`config.mk`:
```
export PLATFORM = sky130hd
export DESIGN_NAME = instruction_fetch_unit_flat
export DESIGN_NICKNAME = d
export VERILOG_FILES = /design/src/rtl/instruction_fetch_unit_pkg.sv /design/src/rtl/instruction_fetch_unit_if.sv /design/src/rtl/instruction_fetch_unit_pc_register.sv /design/src/rtl/instruction_fetch_unit.sv /design/src/flat_wrapper.sv
export SDC_FILE = /design/constraint.sdc
export NUM_CORES = 1
export LEC_CHECK = 0
export ABC_AREA = 1
export BUFFER_PORTS_ARGS = -buffer_cell sky130_fd_sc_hd__buf_2
export CAP_MARGIN = 20
export CORE_ASPECT_RATIO = 0.6
export CORE_UTILIZATION = 30
export DETAILED_ROUTE_END_ITERATION = 8
export PLACE_DENSITY = 0.62
export SYNTH_ARGS = -nofsm -noshare
export SYNTH_HDL_FRONTEND = slang
export SYNTH_SLANG_ARGS = --single-unit
```
`constraint.sdc`:
```
create_clock -name Clk -period 1.72 [get_ports Clk]
set_input_delay 0.258 -clock Clk [delete_from_list [all_inputs] [get_ports Clk]]
set_output_delay 0.258 -clock Clk [all_outputs]
set_load 0.01 [all_outputs]
```
`src/rtl/instruction_fetch_unit_pkg.sv`:
```
// Shared types and constants for the instruction fetch unit.
package instruction_fetch_unit_pkg;

  // Default bubble word: sll $zero,$zero,0
  localparam logic [31:0] DEFAULT_NOP_WORD = 32'h0000_0000;

  // Word index width into the 128-word instruction memory (address bits [8:2])
  localparam int IMEM_INDEX_W = 7;

  typedef enum logic [1:0] {
    BOOT   = 2'd0,
    RUN    = 2'd1,
    HALTED = 2'd2
  } fetch_state_e;

  typedef struct packed {
    logic [31:0] instruction;
    logic [31:0] pcplus4;
    logic        valid;
  } ifid_t;

  // An empty IF/ID slot: the NOP word with no PC and no valid flag.
  function automatic ifid_t makeBubble(input logic [31:0] nopWord);
    ifid_t b;
    b.instruction = nopWord;
    b.pcplus4     = 32'h0000_0000;
    b.valid       = 1'b0;
    return b;
  endfunction

endpackage

```
`src/rtl/instruction_fetch_unit_if.sv`:
```
// Bus between the fetch unit (master) and the pipeline/memory side (slave).
interface instruction_fetch_unit_if;

  logic        Stall;
  logic        Flush;
  logic        PCSrc;
  logic [31:0] TargetAddress;
  logic        Halt;
  logic [31:0] Instruction;
  logic [31:0] InstrAddress;
  logic [31:0] IFID_Instruction;
  logic [31:0] IFID_PCPlus4;
  logic        IFID_Valid;
  logic [31:0] FetchCount;
  logic        Halted;

  modport master (
    input  Stall, Flush, PCSrc, TargetAddress, Halt, Instruction,
    output InstrAddress, IFID_Instruction, IFID_PCPlus4, IFID_Valid,
           FetchCount, Halted
  );

  modport slave (
    output Stall, Flush, PCSrc, TargetAddress, Halt, Instruction,
    input  InstrAddress, IFID_Instruction, IFID_PCPlus4, IFID_Valid,
           FetchCount, Halted
  );

endinterface

```
`src/rtl/instruction_fetch_unit_pc_register.sv`:
```
// Program counter flop: loads nextPc_i when loadEn_i is high, else holds.
module instruction_fetch_unit_pc_register #(
  parameter logic [31:0] RESET_PC = 32'h0000_0000
) (
  input  logic        clk_i,
  input  logic        rst_ni,
  input  logic        loadEn_i,
  input  logic [31:0] nextPc_i,
  output logic [31:0] pc_o
);

  logic [31:0] pc_q;
  logic [31:0] pc_d;

  // Select between holding the PC and taking the next-PC from the fetch FSM
  always_comb begin
    pc_d = pc_q;
    if (loadEn_i) begin
      pc_d = nextPc_i;
    end
  end

  // PC storage, returns to RESET_PC as soon as reset is asserted
  always_ff @(posedge clk_i or negedge rst_ni) begin
    if (!rst_ni) begin
      pc_q <= RESET_PC;
    end else begin
      pc_q <= pc_d;
    end
  end

  assign pc_o = pc_q;

endmodule

```
`src/rtl/instruction_fetch_unit.sv`:
```
// Instruction fetch stage: PC, fetch FSM, IF/ID register and fetch counter.
module instruction_fetch_unit
  import instruction_fetch_unit_pkg::*;
#(
  parameter logic [31:0] RESET_PC   = 32'h0000_0000,
  parameter logic [31:0] NOP_WORD   = DEFAULT_NOP_WORD,
  parameter int          IMEM_WORDS = 128
) (
  input  logic                      Clk,
  input  logic                      Reset_n,
  instruction_fetch_unit_if.master  bus
);

  // The memory aliases on a fixed 7-bit word index; other depths are not supported.
  if (IMEM_WORDS != (1 << IMEM_INDEX_W)) begin : g_depthCheck
    $error("instruction_fetch_unit: IMEM_WORDS must be %0d", 1 << IMEM_INDEX_W);
  end

  fetch_state_e state_q, state_d;
  ifid_t        ifid_q, ifid_d;
  logic [31:0]  fetchCount_q, fetchCount_d;

  logic [31:0]  pc;
  logic [31:0]  pcPlus4;
  logic [31:0]  pcNext;
  logic         pcLoad;
  logic [31:0]  alignedTarget;
  logic         unusedTargetLsbs;

  // Misaligned target bits are silently dropped.
  assign alignedTarget    = {bus.TargetAddress[31:2], 2'b00};
  assign unusedTargetLsbs = ^bus.TargetAddress[1:0];
  assign pcPlus4          = pc + 32'd4;

  instruction_fetch_unit_pc_register #(
    .RESET_PC (RESET_PC)
  ) u_pcRegister (
    .clk_i    (Clk),
    .rst_ni   (Reset_n),
    .loadEn_i (pcLoad),
    .nextPc_i (pcNext),
    .pc_o     (pc)
  );

  // Fetch FSM: next state, PC update and IF/ID contents, Halt > PCSrc > Flush > Stall
  always_comb begin
    state_d      = state_q;
    ifid_d       = ifid_q;
    fetchCount_d = fetchCount_q;
    pcLoad       = 1'b0;
    pcNext       = pcPlus4;
    case (state_q)
      BOOT: begin
        state_d = bus.Halt ? HALTED : RUN;
      end
      RUN: begin
        if (bus.Halt) begin
          state_d = HALTED;
          ifid_d  = makeBubble(NOP_WORD);
        end else if (bus.PCSrc) begin
          pcLoad = 1'b1;
          pcNext = alignedTarget;
          ifid_d = makeBubble(NOP_WORD);
        end else if (bus.Flush) begin
          pcLoad = !bus.Stall;
          ifid_d = makeBubble(NOP_WORD);
        end else if (!bus.Stall) begin
          pcLoad             = 1'b1;
          ifid_d.instruction = bus.Instruction;
          ifid_d.pcplus4     = pcPlus4;
          ifid_d.valid       = 1'b1;
          fetchCount_d       = fetchCount_q + 32'd1;
        end
      end
      HALTED: begin
        ifid_d = makeBubble(NOP_WORD);
      end
      default: begin
        state_d = BOOT;
        ifid_d  = makeBubble(NOP_WORD);
      end
    endcase
  end

  // State, IF/ID and counter registers; reset clears any pending redirect
  always_ff @(posedge Clk or negedge Reset_n) begin
    if (!Reset_n) begin
      state_q      <= BOOT;
      ifid_q       <= makeBubble(NOP_WORD);
      fetchCount_q <= 32'h0000_0000;
    end else begin
      state_q      <= state_d;
      ifid_q       <= ifid_d;
      fetchCount_q <= fetchCount_d;
    end
  end

  assign bus.InstrAddress     = pc;
  assign bus.IFID_Instruction = ifid_q.instruction;
  assign bus.IFID_PCPlus4     = ifid_q.pcplus4;
  assign bus.IFID_Valid       = ifid_q.valid;
  assign bus.FetchCount       = fetchCount_q;
  assign bus.Halted           = (state_q == HALTED);

endmodule
```
`src/flat_wrapper.sv`:
```
// flat-port wrapper written by rule: the top's interface ports become plain ports
module instruction_fetch_unit_flat import instruction_fetch_unit_pkg::*;
#(
  parameter logic [31:0] RESET_PC   = 32'h0000_0000,
  parameter logic [31:0] NOP_WORD   = DEFAULT_NOP_WORD,
  parameter int          IMEM_WORDS = 128
)
  (Clk, Reset_n, bus_Stall, bus_Flush, bus_PCSrc, bus_TargetAddress, bus_Halt, bus_Instruction, bus_InstrAddress, bus_IFID_Instruction, bus_IFID_PCPlus4, bus_IFID_Valid, bus_FetchCount, bus_Halted);
  instruction_fetch_unit_if bus_i ();
  input  logic Clk;
  input  logic Reset_n;
  input wire logic [$bits(bus_i.Stall)-1:0] bus_Stall;
  input wire logic [$bits(bus_i.Flush)-1:0] bus_Flush;
  input wire logic [$bits(bus_i.PCSrc)-1:0] bus_PCSrc;
  input wire logic [$bits(bus_i.TargetAddress)-1:0] bus_TargetAddress;
  input wire logic [$bits(bus_i.Halt)-1:0] bus_Halt;
  input wire logic [$bits(bus_i.Instruction)-1:0] bus_Instruction;
  output wire logic [$bits(bus_i.InstrAddress)-1:0] bus_InstrAddress;
  output wire logic [$bits(bus_i.IFID_Instruction)-1:0] bus_IFID_Instruction;
  output wire logic [$bits(bus_i.IFID_PCPlus4)-1:0] bus_IFID_PCPlus4;
  output wire logic [$bits(bus_i.IFID_Valid)-1:0] bus_IFID_Valid;
  output wire logic [$bits(bus_i.FetchCount)-1:0] bus_FetchCount;
  output wire logic [$bits(bus_i.Halted)-1:0] bus_Halted;
  assign bus_i.Stall = bus_Stall;
  assign bus_i.Flush = bus_Flush;
  assign bus_i.PCSrc = bus_PCSrc;
  assign bus_i.TargetAddress = bus_TargetAddress;
  assign bus_i.Halt = bus_Halt;
  assign bus_i.Instruction = bus_Instruction;
  assign bus_InstrAddress = bus_i.InstrAddress;
  assign bus_IFID_Instruction = bus_i.IFID_Instruction;
  assign bus_IFID_PCPlus4 = bus_i.IFID_PCPlus4;
  assign bus_IFID_Valid = bus_i.IFID_Valid;
  assign bus_FetchCount = bus_i.FetchCount;
  assign bus_Halted = bus_i.Halted;
  instruction_fetch_unit #(.RESET_PC(RESET_PC), .NOP_WORD(NOP_WORD), .IMEM_WORDS(IMEM_WORDS)) u_core (.Clk(Clk), .Reset_n(Reset_n), .bus(bus_i));
endmodule
```
# --- Yosys cells after proc, flatten, opt, wreduce, memory -nomap -nowiden ---
# Index checks and enable logic that the tools add are counted.
totals:
  mem_bits_ro: 0
  latchBits: 0
  mem_count: 0
  regBits: 131
  ram_bits: 0
  input_bits: 70
classes:
  order_cmp: 0
  n_reduce_logical: 5
  div_mod_pow: 0
  n_eq_ne: 4
  n_mux: 16
  mul: 0
  n_bitwise: 6
  n_addsub: 2
  shifts: 0
ops:
  columns: ["cell", "n"]
  rows:
  - ["$mux 65", 4]
  - ["$pmux 65 s2", 1]
  - ["$mux 32", 3]
  - ["$add 32x1->32 const B", 1]
  - ["$add 32x3->32 const B", 1]
  - ["$not 1->1", 6]
  - ["$pmux 2 s3", 1]
  - ["$mux 1", 5]
  - ["$ne 5x5->1 const B", 1]
  - ["$reduce_and 5->1", 1]
  - ["$mux 2", 2]
  - ["$reduce_and 2->1", 2]
  - ["$eq 2x1->1 const B", 1]
  - ["$eq 2x2->1 const B", 1]
  - ["$logic_not 2->1", 1]
  - ["$ne 2x2->1 const B", 1]
  - ["$logic_not 1->1", 1]

# --- Depth between registers and ports, before layout ---
# Gate-level depths: netlist of run 1.
logic_depth:
  word_depth: 6
  depth_mapped: 11

# --- Cells and area by module ---
# A second synthesis of run 1 with hierarchy kept.
hier_totals:
  cells_unflattened: 841
  area_unflattened_um2: 6665.1
by_module_without_submodules:
  columns: ["mod", "seq_area_each_um2", "area_per_inst_um2", "cells_per_inst", "n_inst"]
  rows:
  - ["instruction_fetch_unit", 2477.4, 5372.7, 705, 1]
  - ["instruction_fetch_unit_pc_register", 800.8, 1292.5, 136, 1]

# --- Worst setup path before layout of run 1 ---
# Ideal clock, no wire load.
synth_timing:
  kind: "register to register"
  startpoint: "reg u_core.u_pcRegister.pc_q[2], in the netlist u_core.u_pcRegister.pc_o[2]"
  endpoint: "reg u_core.u_pcRegister.pc_q[16], in the netlist u_core.u_pcRegister.pc_o[16]"
  setup_ps: 116
  setup_slack_ps: 83
  path_buffers: 0
  synth_period_minus_slack_ps: 1637
  arrival_ps: 1521
  required_ps: 1604
  path_stages_with_launch: 9
  path_cell_list: "dfrtp_1 ha_1 nand3_1 nor2_2 nand2_1 o21ai_0 nand3_1 nand2_1 nand2_1"
synth_between:
  elab_chain_cells: 4
synth_lines:
  columns: ["element", "line_no", "source"]
  rows:
  - ["start, declared", "instruction_fetch_unit_pc_register.sv:12", "logic [31:0] pc_q;"]
  - ["start signal, assigned", "instruction_fetch_unit_pc_register.sv:28", "pc_q <= pc_d;"]
  - ["$add 32x3->32 *", "instruction_fetch_unit.sv:33", "assign pcPlus4 = pc + 32'd4;"]
  - ["$mux 32", "instruction_fetch_unit.sv:60", "end else if (bus.PCSrc) begin"]
  - ["$mux 32", "instruction_fetch_unit.sv:57", "if (bus.Halt) begin"]
  - ["$mux 32 *", "instruction_fetch_unit.sv:52", "case (state_q)"]
# Every way passes the cells marked *; elsewhere a longest branch is shown, timed or not.
# A chain may end at the register's enable or synchronous reset.

# --- Worst setup path in the final report of run 1 ---
layout_timing:
  startpoint: "reg u_core.fetchCount_q[1], in the netlist u_core.bus.FetchCount[1]"
  endpoint: "reg u_core.fetchCount_q[16], in the netlist u_core.bus.FetchCount[16]"
layout_between:
  elab_chain_cells: 1
layout_lines:
  columns: ["element", "line_no", "source"]
  rows:
  - ["start, declared", "instruction_fetch_unit.sv:21", "logic [31:0] fetchCount_q, fetchCount_d;"]
  - ["start signal, assigned", "instruction_fetch_unit.sv:94", "fetchCount_q <= fetchCount_d;"]
  - ["$add 32x1->32", "instruction_fetch_unit.sv:72", "fetchCount_d = fetchCount_q + 32'd1;"]
# Every way passes these cells.

==> metrics.txt, run 1 <==
setup ws final=0.111 ns; HP Class=input port to flop; die area=0.0232 mm2; top_reg_cell synth=dfrtp_1; flops & latches, synth=128; clk buf depth=2; f_max=622 MHz; sequential share of power=0.364; final-report setup violation count=0; Max Slew Vio Count=0; Fin. Hold Viols=0; worst endpoint data arrival time=1.91 ns; startpoint types=flop; DRT iter0 DRCs=595; Total Routing Usage GR=0.203; leakage power=4.97 nW; global-route wire length before repair=35.7 mm; status=completed; clk slew on worst S/H paths=0.06 ns; Logic pwr share=0.259; largest net degree at the start of global routing=65; Core Area=0.0221 mm2; final-stage net count=1277; leading area contributor after synthesis=dfrtp_1; Avg Cell Area, Syn=6.99 um2; IO Pins=200; final instance area=0.00917 mm2; clock share of power=0.377; DP Wirelength=17.5 mm; Period minus WS final=1.61 ns; Power Dens Cells=1190 mW/mm2; post-place instance area=0.00841 mm2; vias=7010; drt first pass iters=5; area grow syn2layout=35.1%; worst vdd ir=625 uV; CP endpoint kind=flop; Yosys top cell area share=0.472; clk_skew=0.0114 ns; Sw Ratio=0.345; share of cells above drive strength 1=0.252; yosys warns=0; drt drc=0; Netlist cell types=32; kind of critical path=flop to flop; Num CTS Buffers=17; worst-path fanout max=5; DIE WIDTH=196 um; EDFF count, synth=0; Die Height=118 um; initial antenna violation count=0; vias in the first global route=6300; Power Internal=7.16 mW; drt via density=4.59; DP Worst Slack=0.0369 ns; buffers added on ports=195; htree depth=4; Worst Path Required=2.02 ns; top post-synthesis cells by area=dfrtp_1 (47%), nand2_1 (27%), nor2_1 (7.6%), nand3_1 (3.1%), o21ai_0 (2.9%); Congestion Overflow GR=0; WL/cell=15.2 um; sequential fraction of the synthesis area=0.472; CTS tree=yes; Placer Congestion=0.963; Sink Count=128; Synth async-reset ratio=1.00; final WL=23.3 mm; P_sw=3.77 mW; # rows=42; crit share post-route=0.935; max capacitance violation total=0; Root Driver=clkbuf_16; Synth Cell Area=0.00678 mm2; Starting Density=0.307; Total Negative Setup Slacks=0 ns; antenna-violating nets left=0; post-synthesis cell count=970; clk_lat worst skew=0.43 ns; ant diodes=0
==> through the flow <==
step                total power [mW]  cells  utilization  hold slack (ns)
finish                          10.9   1526        0.414           0.0393
global route                    11.5   1526        0.414           0.0330
CTS                             11.0   1524        0.411           0.0142
detailed placement              6.77   1491        0.380            0.202
global placement                6.74   1491        0.380            0.202
floorplan                       5.34    971            -          -0.0376
==> routing by layer <==
metal,part of all wire,global-route usage,up-vias
met5,0,0,-
met4,0.011,0.0513,0
met3,0.094,0.0574,24
met2,0.38,0.261,282
met1,0.51,0.323,3231
li1,-,-,3473
==> path summary, 6_finish.rpt <==
check / cells past startpoint / from / slack [ns] / end
max in group asynchronous: 3 / Reset_n / 0.83 / u_core.u_pcRegister.pc_o[12]
worst max register to register: 8 / u_core.bus.FetchCount[1] / 0.11 / u_core.bus.FetchCount[16]
min in group asynchronous: 2 / Reset_n / 0.31 / u_core.bus.IFID_Instruction[18]
worst min-delay path: 3 / bus_Instruction[2] / 0.04 / u_core.bus.IFID_Instruction[2]
worst max-delay path: 8 / u_core.bus.FetchCount[1] / 0.11 / u_core.bus.FetchCount[16]
worst min register to register: 2 / u_core.bus.IFID_Valid / 0.46 / u_core.bus.IFID_Valid
==> placed cells by master, fill, tap and decap left out, types with 10 or more instances in the layout <==
master	n
nand2_1	483
buf_2	194
nor2_1	124
dfrtp_1	122
inv_1	44
buf_4	43
nand3_1	40
o21ai_0	37
xor2_1	21
clkbuf_16	17
nor2_2	14
nand3b_1	10
==> final cells by class <==
| class | instances | area (um2) |
|---|---|---|
| Tap cell | 308 | 385 |
| Timing Repair Buffer | 245 | 1430 |
| Fill cell | 2313 | 13000 |
| Multi-Input combinational cell | 767 | 3310 |
| Clock inverter | 12 | 205 |
| Inverter | 46 | 173 |
| Sequential cell | 128 | 3210 |
| Clock buffer | 20 | 457 |
==> registers in the layout, indices dropped and copies added (netlist names) <==
signal and cells:
u_core.bus.IFID_PCPlus4 31, u_core.bus.FetchCount 32, u_core.bus.IFID_Instruction 32, u_core.bus.IFID_Valid 1, u_core.u_pcRegister.pc_o 30, u_core.state_q 2
==> logic make-up after synthesis <==
kind of cell | share of synthesized area
buffers and inverters | 0.0496
other | 0.000553
adder cells (fa/ha/maj) | 0.00369
flip-flops | 0.472
XOR/XNOR | 0.0323
AND/OR/NAND/NOR | 0.398
AO/OA/AOI/OAI | 0.0432
==> power by group through the flow <==
stage	sequential (mW)	combinational [mW]	clock, mW
3_5_place_dp	4.00	2.77	0
6_report	3.98	2.82	4.12
5_1_grt	4.04	3.14	4.33
3_3_place_gp	3.99	2.76	0
4_1_cts	3.95	2.80	4.22
2_1_floorplan	4.06	1.28	0
==> cell usage after synthesis, types with 3 or more instances <==
library cell,number
o21ai_0,39
buf_2,14
nor3_1,3
inv_1,45
xor2_1,21
nand2_1,484
nor2_1,137
buf_4,7
nand3b_1,10
and2_1,3
xnor2_1,4
a21o_1,3
nand3_1,42
clkbuf_1,7
dfrtp_1,128
==> worst max-delay path, cell delays in order, from the launching register on <==
cell     delay (ns)
dfrtp_1        0.42
ha_2           0.21
nand3_1        0.12
buf_4          0.18
inv_1          0.10
nand2_1        0.08
nor2_1         0.15
xnor2_1        0.12
o21ai_0        0.09
==> what timing repair did <==
item,4_1_cts,5_1_grt
hold buffers,1,0
endpoints found under the hold margin,34,0
setup buffers,0,2
gates resized for setup,0,29
endpoints found under the setup margin,0,41
No activity file was read; power rests on OpenSTA's default activity.
==> run 2: changes to the inputs <==
- CORE_MARGIN: default -> 2
- GPL_TIMING_DRIVEN: default -> 0
==> run 2 against run 1 <==
Against the previous run: design area decreased by 0.27%; total power decreased by 2.1%; register-to-register slack got worse by 0.06 ns; utilization down 0.11 points; sequential power grew 4%; combinational power about the same; critical path type unchanged.
==> metrics.txt, run 2 (synthesis gave the netlist of run 1 again) <==
drt drc=0 (unchanged); clock share of power=0.354 (was 0.377); global-route wire length before repair=37.8 mm (was 35.7 mm); worst vdd ir=657 uV (was 625 uV); DIE WIDTH=198 um (was 196 um); status=completed (unchanged); RSZ-0062 raised after global routing=true; initial antenna violation count=1 (was 0); Congestion Overflow GR=0 (unchanged); commonest non-fill, non-tap cell in the layout=nand2_1 (unchanged); startpoint types=flop (unchanged); CTS tree=yes (unchanged); worst endpoint data arrival time=1.97 ns (was 1.91 ns); # rows=42 (unchanged); clk_lat worst skew=0.43 ns (about the same); buffers added on ports=195 (unchanged); final instance area=0.00914 mm2 (was 0.00917 mm2); Power Dens Cells=1170 mW/mm2 (was 1190 mW/mm2); crit share post-route=0.971 (was 0.935); Relative slew margins=0.552; DRT iter0 DRCs=657 (was 595); vias=7151 (was 7010); Power Internal=6.82 mW (was 7.16 mW); Root Driver=clkbuf_16 (unchanged); Num CTS Buffers=17 (unchanged); most frequent cells in the layout=nand2_1 (481), buf_2 (205), dfrtp_1 (117) (was nand2_1 (483), buf_2 (194), nor2_1 (124)); setup ws final=0.0498 ns (was 0.111 ns); leakage power=4.89 nW (was 4.97 nW); vias in the first global route=6449 (was 6300); clk_skew=0.00833 ns (was 0.0114 ns); htree depth=4 (unchanged); IO Pins=200 (unchanged); Non-Filler Instances=1522 (was 1526); clk buf depth=2 (unchanged); Period minus WS final=1.67 ns (was 1.61 ns); Core Area=0.0221 mm2 (unchanged); antenna-violating nets left=0 (unchanged); Starting Density=0.307 (unchanged); share of cells above drive strength 1=0.265 (was 0.252); Worst Tran Pin Value=0.672 ns; post-place instance area=0.00818 mm2 (was 0.00841 mm2); final-report setup violation count=0 (unchanged); P_sw=3.87 mW (was 3.77 mW); CP endpoint kind=flop (unchanged); Max Slew Vio Count=0 (unchanged); drt first pass iters=6 (was 5); Die Height=120 um (was 118 um); clk slew on worst S/H paths=0.06 ns (about the same); WL/cell=16.6 um (was 15.2 um); largest net degree at the start of global routing=88 (was 65); Placer Congestion=0.984 (was 0.963); DP Wirelength=19.1 mm (was 17.5 mm); HP Class=input port to flop (unchanged); worst-path fanout max=5 (unchanged); area grow syn2layout=34.8% (was 35.1%); Sw Ratio=0.362 (was 0.345); kind of critical path=flop to flop (unchanged); Fin. Hold Viols=0 (unchanged); die area=0.0239 mm2 (was 0.0232 mm2); DP Worst Slack=-0.617 ns (was 0.0369 ns); Worst Path Required=2.02 ns (about the same); Total Routing Usage GR=0.214 (was 0.203); drt via density=4.70 (was 4.59); f_max=599 MHz (was 622 MHz); max capacitance violation total=0 (unchanged); Logic pwr share=0.261 (was 0.259); final-stage net count=1272 (was 1277); sequential share of power=0.385 (was 0.364); Sink Count=128 (unchanged); dpl cells=1475 (was 1491); final WL=25.2 mm (was 23.3 mm)
## run 2: per-stage QoR
stage | setup TNS (ns) | hold WS [ns] | power [mW] | utilization
2_1_floorplan | 0 | -0.0376 | 5.34 | -
3_3_place_gp | -215.12 | 0.449 | 6.57 | 0.368
3_5_place_dp | -19.90 | 0.207 | 6.60 | 0.370
4_1_cts | 0 | 0.0169 | 10.6 | 0.405
5_1_grt | -0.0728 | 0.0216 | 11.3 | 0.413
6_report | 0 | 0.0379 | 10.7 | 0.413
## run 2: cell type report
cell class              instances  area [um2]
flip-flops and latches        128        3220
multi-input cells             767        3420
clock inverters                13         164
well taps                     308         385
plain buffers                  29         184
diodes                          1        2.50
inverters                      46         180
repair buffers                211        1140
clock buffers                  19         443
fillers                      2301       13000
## run 2: worst max-delay path, cell delays in order, from the launching register on
cell	delay, ns
dfrtp_1	0.46
nand2_1	0.16
nor2_2	0.21
nand2_1	0.19
nor2_1	0.21
nand2_1	0.07
nand2_1	0.06
nand2_1	0.07
nand2_1	0.06
nand3_1	0.06
## run 2: worst paths after layout
check,end,slack (ns),cells past startpoint,start
min in group asynchronous,u_core.bus.IFID_Instruction[18],0.33,2,Reset_n
worst min register to register,u_core.bus.IFID_Valid,0.46,2,u_core.bus.IFID_Valid
worst max-delay path,u_core.u_pcRegister.pc_o[26],0.05,9,u_core.u_pcRegister.pc_o[15]
worst min-delay path,u_core.bus.IFID_Instruction[16],0.04,3,bus_Instruction[16]
max in group asynchronous,u_core.state_q[0],0.51,3,Reset_n
worst max register to register,u_core.u_pcRegister.pc_o[26],0.05,9,u_core.u_pcRegister.pc_o[15]
## run 2: what timing repair did
| item | CTS | global route |
|---|---|---|
| gates cloned | 0 | 0 |
| hold buffers | 1 | 0 |
| hold endpoints to repair | 41 | 0 |
| resized for setup | 30 | 47 |
| setup buffers | 9 | 5 |
| pin swaps | 4 | 4 |
| setup endpoints to repair | 114 | 90 |
## run 2: power by group through the flow
| stage | combinational [mW] | sequential, mW | clock [mW] |
|---|---|---|---|
| after floorplan | 1.28 | 4.06 | 0 |
| after global placement | 2.45 | 4.12 | 0 |
| after detailed placement | 2.49 | 4.11 | 0 |
| after CTS | 2.68 | 4.09 | 3.85 |
| after global routing | 3.14 | 4.16 | 4.00 |
| final | 2.79 | 4.12 | 3.79 |
## run 2: layer usage
metal / wire, um / track usage
met1: 13000 / 0.345
met2: 9420 / 0.270
met3: 2620 / 0.0653
met4: 231 / 0.0456
met5: 0 / 0
